===== config.mk =====
export PLATFORM = sky130hd
export DESIGN_NAME = whirlpool_mat_vector2rows_flat
export DESIGN_NICKNAME = d
export VERILOG_FILES = /design/src/rtl/whirlpool_mat_vector2rows_if.sv /design/src/rtl/whirlpool_mat_vector2rows.sv /design/src/flat_wrapper.sv
export SDC_FILE = /design/constraint.sdc
export NUM_CORES = 1
export LEC_CHECK = 0
export BUFFER_PORTS_ARGS = -buffer_cell sky130_fd_sc_hd__buf_2
export CAP_MARGIN = 20
export CORE_MARGIN = 4
export CORE_UTILIZATION = 40
export CTS_CLUSTER_SIZE = 30
export DETAILED_ROUTE_END_ITERATION = 8
export PLACE_DENSITY = 0.67
export SLEW_MARGIN = 20
export SYNTH_ARGS = -nofsm -noshare
export SYNTH_HDL_FRONTEND = slang
export SYNTH_SLANG_ARGS = --single-unit

===== constraint.sdc =====
create_clock -name clk -period 2.5 [get_ports clk]
set_input_delay 0.25 -clock clk [delete_from_list [all_inputs] [get_ports clk]]
set_output_delay 0.25 -clock clk [all_outputs]
set_load 0.01 [all_outputs]

===== src/rtl/whirlpool_mat_vector2rows_if.sv =====
// Handshake bundle for the vector-to-rows streamer: one 512-bit vector in,
// one 8-byte row (or column) out per beat.
interface whirlpool_mat_vector2rows_if;
  logic         in_valid;
  logic         in_ready;
  logic [0:511] in_vec;
  logic         out_valid;
  logic         out_ready;
  logic [2:0]   out_idx;
  logic         out_last;
  logic [7:0]   out_b0;
  logic [7:0]   out_b1;
  logic [7:0]   out_b2;
  logic [7:0]   out_b3;
  logic [7:0]   out_b4;
  logic [7:0]   out_b5;
  logic [7:0]   out_b6;
  logic [7:0]   out_b7;

  modport master (
    output in_valid, in_vec, out_ready,
    input  in_ready, out_valid, out_idx, out_last,
    input  out_b0, out_b1, out_b2, out_b3, out_b4, out_b5, out_b6, out_b7
  );

  modport slave (
    input  in_valid, in_vec, out_ready,
    output in_ready, out_valid, out_idx, out_last,
    output out_b0, out_b1, out_b2, out_b3, out_b4, out_b5, out_b6, out_b7
  );
endinterface


===== src/rtl/whirlpool_mat_vector2rows.sv =====
// Unpacks a 512-bit Whirlpool state vector into eight 8-byte rows (or columns),
// one per accepted beat, with zero-bubble reload on the last beat.
module whirlpool_mat_vector2rows #(
  parameter bit TRANSPOSE = 1'b0
) (
  input logic                         clk,
  input logic                         rst,
  whirlpool_mat_vector2rows_if.slave  bus
);

  localparam logic [0:0] IDLE = 1'b0;
  localparam logic [0:0] SEND = 1'b1;

  logic [0:0]   state_q, state_d;
  logic [2:0]   idx_q, idx_d;
  logic [0:511] vec_q, vec_d;
  logic         last_beat;
  logic         accept;
  logic [7:0]   sel [8];

  // in_ready must not look at in_valid; accept is the qualified handshake
  assign last_beat    = (state_q == SEND) && (idx_q == 3'd7) && bus.out_ready;
  assign bus.in_ready = (state_q == IDLE) || last_beat;
  assign accept       = bus.in_ready && bus.in_valid;

  always_comb begin
    state_d = state_q;
    idx_d   = idx_q;
    vec_d   = vec_q;
    if (accept) begin
      vec_d   = bus.in_vec;
      idx_d   = '0;
      state_d = SEND;
    end else if ((state_q == SEND) && bus.out_ready) begin
      if (idx_q == 3'd7) state_d = IDLE;
      else               idx_d   = idx_q + 3'd1;
    end
  end

  always_ff @(posedge clk) begin
    if (rst) begin
      state_q <= IDLE;
      idx_q   <= '0;
      vec_q   <= '0;
    end else begin
      state_q <= state_d;
      idx_q   <= idx_d;
      vec_q   <= vec_d;
    end
  end

  // Byte Brc starts at bit 64r+8c, i.e. bit index {r,c,3'b000}
  if (TRANSPOSE) begin : g_col
    always_comb begin
      for (int unsigned j = 0; j < 8; j++) sel[j] = vec_q[{3'(j), idx_q, 3'd0} +: 8];
    end
  end else begin : g_row
    always_comb begin
      for (int unsigned j = 0; j < 8; j++) sel[j] = vec_q[{idx_q, 3'(j), 3'd0} +: 8];
    end
  end

  assign bus.out_valid = (state_q == SEND);
  assign bus.out_idx   = idx_q;
  assign bus.out_last  = (idx_q == 3'd7);
  assign bus.out_b0    = sel[0];
  assign bus.out_b1    = sel[1];
  assign bus.out_b2    = sel[2];
  assign bus.out_b3    = sel[3];
  assign bus.out_b4    = sel[4];
  assign bus.out_b5    = sel[5];
  assign bus.out_b6    = sel[6];
  assign bus.out_b7    = sel[7];

endmodule


===== src/flat_wrapper.sv =====
// flat-port wrapper written by rule: the top's interface ports become plain ports
module whirlpool_mat_vector2rows_flat 
#(
  parameter bit TRANSPOSE = 1'b0
)
  (clk, rst, bus_in_valid, bus_in_vec, bus_out_ready, bus_in_ready, bus_out_valid, bus_out_idx, bus_out_last, bus_out_b0, bus_out_b1, bus_out_b2, bus_out_b3, bus_out_b4, bus_out_b5, bus_out_b6, bus_out_b7);
  whirlpool_mat_vector2rows_if bus_i ();
  input logic clk;
  input logic rst;
  input wire logic [$bits(bus_i.in_valid)-1:0] bus_in_valid;
  input wire logic [$bits(bus_i.in_vec)-1:0] bus_in_vec;
  input wire logic [$bits(bus_i.out_ready)-1:0] bus_out_ready;
  output wire logic [$bits(bus_i.in_ready)-1:0] bus_in_ready;
  output wire logic [$bits(bus_i.out_valid)-1:0] bus_out_valid;
  output wire logic [$bits(bus_i.out_idx)-1:0] bus_out_idx;
  output wire logic [$bits(bus_i.out_last)-1:0] bus_out_last;
  output wire logic [$bits(bus_i.out_b0)-1:0] bus_out_b0;
  output wire logic [$bits(bus_i.out_b1)-1:0] bus_out_b1;
  output wire logic [$bits(bus_i.out_b2)-1:0] bus_out_b2;
  output wire logic [$bits(bus_i.out_b3)-1:0] bus_out_b3;
  output wire logic [$bits(bus_i.out_b4)-1:0] bus_out_b4;
  output wire logic [$bits(bus_i.out_b5)-1:0] bus_out_b5;
  output wire logic [$bits(bus_i.out_b6)-1:0] bus_out_b6;
  output wire logic [$bits(bus_i.out_b7)-1:0] bus_out_b7;
  assign bus_i.in_valid = bus_in_valid;
  assign bus_i.in_vec = bus_in_vec;
  assign bus_i.out_ready = bus_out_ready;
  assign bus_in_ready = bus_i.in_ready;
  assign bus_out_valid = bus_i.out_valid;
  assign bus_out_idx = bus_i.out_idx;
  assign bus_out_last = bus_i.out_last;
  assign bus_out_b0 = bus_i.out_b0;
  assign bus_out_b1 = bus_i.out_b1;
  assign bus_out_b2 = bus_i.out_b2;
  assign bus_out_b3 = bus_i.out_b3;
  assign bus_out_b4 = bus_i.out_b4;
  assign bus_out_b5 = bus_i.out_b5;
  assign bus_out_b6 = bus_i.out_b6;
  assign bus_out_b7 = bus_i.out_b7;
  whirlpool_mat_vector2rows #(.TRANSPOSE(TRANSPOSE)) u_core (.clk(clk), .rst(rst), .bus(bus_i));
endmodule

## After elaboration in Yosys (flattened, before gate mapping)

Index checks and enable logic that the tools add are counted.

| word-level totals | value |
|---|---|
| bits in registers | 516 |
| bits of input ports | 516 |
| logic and storage cells | 36 |

| cells by class | value |
|---|---|
| add/subtract/negate cells | 1 |
| equal/unequal tests | 1 |
| shift-type cells | 8 |
| mux-type cells | 3 |
| bitwise operators | 10 |
| reduce and logical (&&, ||, !) cells | 10 |

Operators by type and width:

| operator | number |
|---|---|
| indexed part select 512 x 10 -> 513 bit | 8 |
| inverter 9 -> 10 bit | 8 |
| logical AND 1 bit | 4 |
| AND reduction 2 bit | 2 |
| nonzero test 2 bit | 2 |
| adder 3 x 1 -> 3 bit, second input constant | 1 |
| equality test 3 bit, second input constant | 1 |
| 2-to-1 mux 1 bit | 3 |
| inverter 1 bit | 2 |
| OR reduction 2 bit | 1 |
| logical OR 1 bit | 1 |

## Depth between registers and ports, before layout

| depth | value |
|---|---|
| word-level depth | 7 |
| depth in mapped cells | 8 |

## Worst setup path before layout

Ideal clock, no wire load.

| timing path | value |
|---|---|
| path type | register to output |
| from | register u_core.idx_q[1], in the netlist u_core.bus.out_idx[1] |
| to | output port bus_out_b3[0] |
| data arrival time | 1.628 ns |
| slack | 0.622 ns |
| stages on the path, launching flop included | 6 |
| path through | dfxtp_1 -> buf_6 -> buf_2 -> buf_2 -> mux4_2 -> mux2_2 |

| on the way | value |
|---|---|
| longest elaborated chain between the ends | 2 |

RTL lines:

| what | RTL line | text |
|---|---|---|
| start: declaration | whirlpool_mat_vector2rows.sv:15 | `logic [2:0] idx_q, idx_d;` |
| start signal: assignment | whirlpool_mat_vector2rows.sv:47 | `idx_q <= idx_d;` |
| inverter 9 -> 10 bit (not written as such) | whirlpool_mat_vector2rows.sv:59 | `for (int unsigned j = 0; j < 8; j++) sel[j] = vec_q[{idx_q, 3'(j), 3'd0} +: 8];` |
| indexed part select 512 x 10 -> 513 bit | whirlpool_mat_vector2rows.sv:59 |  |
| end: declaration | flat_wrapper.sv:20 | `output wire logic [$bits(bus_i.out_b3)-1:0] bus_out_b3;` |

Every way passes these cells.

## Final worst setup path

| timing path | value |
|---|---|
| from | register u_core.idx_q[0], in the netlist u_core.bus.out_idx[0] |
| to | output port bus_out_b4[3] |

| on the way | value |
|---|---|
| longest elaborated chain between the ends | 2 |

RTL lines:

| what | RTL line | text |
|---|---|---|
| inverter 9 -> 10 bit (not written as such) | whirlpool_mat_vector2rows.sv:59 |  |
| indexed part select 512 x 10 -> 513 bit | whirlpool_mat_vector2rows.sv:59 |  |
| end: declaration | flat_wrapper.sv:21 | `output wire logic [$bits(bus_i.out_b4)-1:0] bus_out_b4;` |

Every way passes these cells.

==> flow_summary.json <==
{
  "rsz0062_at_grt": "yes",
  "clock_power_share_pct": 40.5,
  "cts_tree": "built",
  "synth_compound_area_share_pct": 0.02821,
  "reg2reg_to": "u_core.vec_q[357]$_SDFFE_PP0P_",
  "met2_wirelength_microns": 42610,
  "synth_top_area_share_pct": 38.82,
  "synth_top_family_by_area": "multiplexers",
  "avgSynthCellArea_sq_um": 10.80,
  "io_buffers": 585,
  "yosysTopAreaCell": "dfxtp_1",
  "gp_congestion": 0.8553,
  "met3_wirelength_microns": 4413,
  "violations": "negative setup slack",
  "power_density_nw_per_um2": 553.1,
  "cp-end-kind": "primary output",
  "required_ns": 2.25,
  "yosysWarnings": 0,
  "min-delay-start": "bus_in_vec[339]",
  "synthXorXnorAreaFrac_pct": 0.03291,
  "topRoutingLayerUsed": "met5",
  "synthAdderAreaFrac_pct": 0.09404,
  "combinationalPowerShare_pct": 17.4,
  "io_pins": 586,
  "ir_drop_mv": 0.5002,
  "synth.distinct_cells": 17,
  "synth-seq-cells": 516,
  "synth.mux.area_fraction_pct": 32.88,
  "hold_viol": 0,
  "yosysMostFrequentCell": "nand2b_1",
  "period_minus_slack_ns": 2.636,
  "synth_ff_type": "dfxtp_1",
  "ys_seq_area_share_pct": 38.82,
  "final_util_pct": 59.04,
  "crit_path_cell_trace": "buf_12, buf_16, buf_16, mux4_2, mux2_4, buf_6",
  "postPlaceCellArea_sq_um": 30460,
  "cp_slowest_cell": "mux4_2",
  "cts.sinks": 516,
  "swShare_pct": 24.80,
  "setup_tns_ns": -3.778,
  "placementRows": 94,
  "grt_first_pass_wirelength_microns": 133900,
  "path_clk_slew_ns": 0.06,
  "route.detailed.drc": 0,
  "vias_per_cell": 4.993,
  "fp.dieW_microns": 265.9,
  "antenna_found_initial": 12,
  "seqPwrFrac_pct": 42.1,
  "wl_microns": 86770,
  "synthSimpleGateAreaFrac_pct": 24.21,
  "drive_gt1_share_pct": 27.36,
  "cp_max_fo": 6,
  "crit_buf_inv": 4,
  "design.core.area_sq_um": 65860,
  "synthTopCellsByCount": "nand2b_1, dfxtp_1, mux2i_1",
  "cts-htree-levels": 2,
  "routedWlPerCell_microns": 19.54,
  "critPathLaunchType": "flip-flop",
  "reg2regPathDepth": 8,
  "worstMarginPinSlew_ns": 0.7533,
  "synthesis.area_sq_um": 26610,
  "setup_viol": 60,
  "vias": 22170,
  "postRouteAntennaNets": 0,
  "grt_pass1_vias": 24420,
  "first_pass_iters": 5,
  "clk_path_buf_depth": 3,
  "setup_ws_ns": -0.1356,
  "drv_slew": 0,
  "slowest_delay_ns": 0.52,
  "synthArstFlopShare_pct": 0,
  "whs_path_depth": 3,
  "p_leak_nw": 16.02,
  "initial_core_util_pct": 40.40,
  "syn_to_final_growth_pct": 46.13,
  "period_share_pct": 105.4,
  "syn_nets": 2982,
  "switchingPower_mw": 5.333,
  "hp-class": "in -> reg",
  "cts_inserted_buffers": 58,
  "worst-setup-path-type": "reg -> out",
  "postLayoutCellArea_sq_um": 38880,
  "first_iter_violations": 1255,
  "status": "finished, violations left",
  "grt_max_degree": 126,
  "grt_overflow": 0,
  "maxCapViolations": 0,
  "syn_inst": 2464,
  "die_y_microns": 265.9,
  "crit_top_cell": "buf_16",
  "worst_clock_skew_ns": 0.01711,
  "cp_top_family": "multiplexers",
  "worstPathArrival_ns": 2.39,
  "grtUsageTotal_pct": 23.59,
  "hold_path_end": "u_core.vec_q[172]$_SDFFE_PP0P_",
  "clk_latency_ns": 0.60,
  "synth_edf_count": 0,
  "p_int_mw": 16.17,
  "dieArea_sq_um": 70710,
  "max_freq_mhz": 379.4,
  "dp.final_hpwl_microns": 52100,
  "r2r_start": "u_core.bus.out_idx[1]$_SDFFE_PP0P_",
  "cts_root_buf": "clkbuf_16",
  "finish.net_count": 4036,
  "synth_area_leaders": "dfxtp_1, nand2b_1, mux2i_1",
  "r2r_slack_ns": 0.27,
  "slew_headroom_pct": 49.78,
  "met1_length_microns": 34530
}
==> power by group through the flow <==
stage                     sequential [mW]  clock, mW  combinational [mW]
after global routing                 9.10       9.21                3.99
after floorplan                      9.10          0                1.84
after detailed placement             9.20          0                2.78
after CTS                            9.03       8.89                3.69
after global placement               9.18          0                2.73
final                                9.05       8.72                3.73
==> worst max path at each step <==
stage	cells after the start	end	slack [ns]	from
3_3_place_gp	5	bus_out_b7[7]	0.40	u_core.bus.out_idx[1]$_SDFFE_PP0P_
3_5_place_dp	7	u_core.vec_q[357]$_SDFFE_PP0P_	0.36	u_core.bus.out_idx[1]$_SDFFE_PP0P_
6_report	6	bus_out_b4[3]	-0.14	u_core.bus.out_idx[0]$_SDFFE_PP0P_
2_1_floorplan	5	bus_out_b3[0]	0.62	u_core.bus.out_idx[1]$_SDFFE_PP0P_
4_1_cts	7	bus_out_b5[3]	-0.22	u_core.bus.out_idx[0]$_SDFFE_PP0P_
5_1_grt	6	bus_out_b4[0]	-0.20	u_core.bus.out_idx[0]$_SDFFE_PP0P_
==> sequential cells by signal, summed over array words and instances (netlist names) <==
register / count
u_core.bus.out_idx: 3
u_core.bus.out_valid: 1
u_core.vec_q: 512
==> repair_timing <==
item                                    CTS  global route
hold buffers                            512             0
endpoints found under the hold margin   512             0
setup buffers                            33             1
gates resized for setup                 156             4
endpoints found under the setup margin   64            65
cloned                                   13             1
==> layer usage <==
metal | track usage (%) | vias to the layer above
met2 | 40.51 | 782
li1 | - | 10430
met4 | 13.48 | 4
met3 | 4.312 | 322
met5 | 0 | -
met1 | 27.76 | 10630
==> cells by family after synthesis <==
group	count (synthesis)
and+or+nand+nor	1031
AOI/OAI and AO/OA	1
DFF	516
muxes	706
adders and majority gates	2
buffers and inverters	207
xor gates and xnor gates	1
==> metrics by stage <==
| step | cells | total power [mW] | hold WS [ns] | setup slack (ns) |
|---|---|---|---|---|
| 6_report | 4440 | 21.50 | 0.04557 | -0.1356 |
| 5_1_grt | 4437 | 22.30 | 0.02253 | -0.1965 |
| 4_1_cts | 4428 | 21.61 | 0.007133 | -0.2183 |
| 3_5_place_dp | 3765 | 11.99 | 0.4575 | 0.3564 |
| 3_3_place_gp | 3765 | 11.91 | 0.4543 | 0.3990 |
| 2_1_floorplan | 2464 | 10.94 | 0.3707 | 0.6224 |
==> cells in the final DEF, fill, tap and decap left out, drive strengths merged <==
cell type | synthesis | routed
xor2 | 1 | 1
ha | 2 | 2
bufbuf | 0 | 1
inv | 1 | 3
mux2 | 64 | 64
bufinv | 0 | 4
mux2i | 514 | 514
nand2b | 1024 | 1024
nor3 | 3 | 3
diode | 0 | 13
mux4 | 128 | 128
clkbuf | 119 | 90
dfxtp | 516 | 516
clkinv | 0 | 9
nor2b | 1 | 1
nand3b | 1 | 1
clkinvlp | 0 | 1
nor2 | 2 | 2
dlygate4sd3 | 0 | 512
a21boi | 1 | 1
buf | 87 | 686
==> area by class of cell <==
cell class | count | area (sq um)
sequential | 516 | 10340
tap | 864 | 1081
clock buffer | 89 | 1739
inverter | 1 | 3.754
fill | 5086 | 26980
antenna | 13 | 32.53
clock inverter | 16 | 197.7
multi-input combinational | 1741 | 15430
timing repair buffer | 1200 | 10050
==> worst reg2reg max path: stages (launching register included) <==
cell and delay [ns]:
dfxtp_4 0.46, buf_4 0.15, ha_1 0.13, ha_1 0.19, a21boi_2 0.10, nor2b_4 0.23
buf_12 0.27, buf_12 0.35, mux2i_1 0.30
Power figures use the tool's default switching activity.
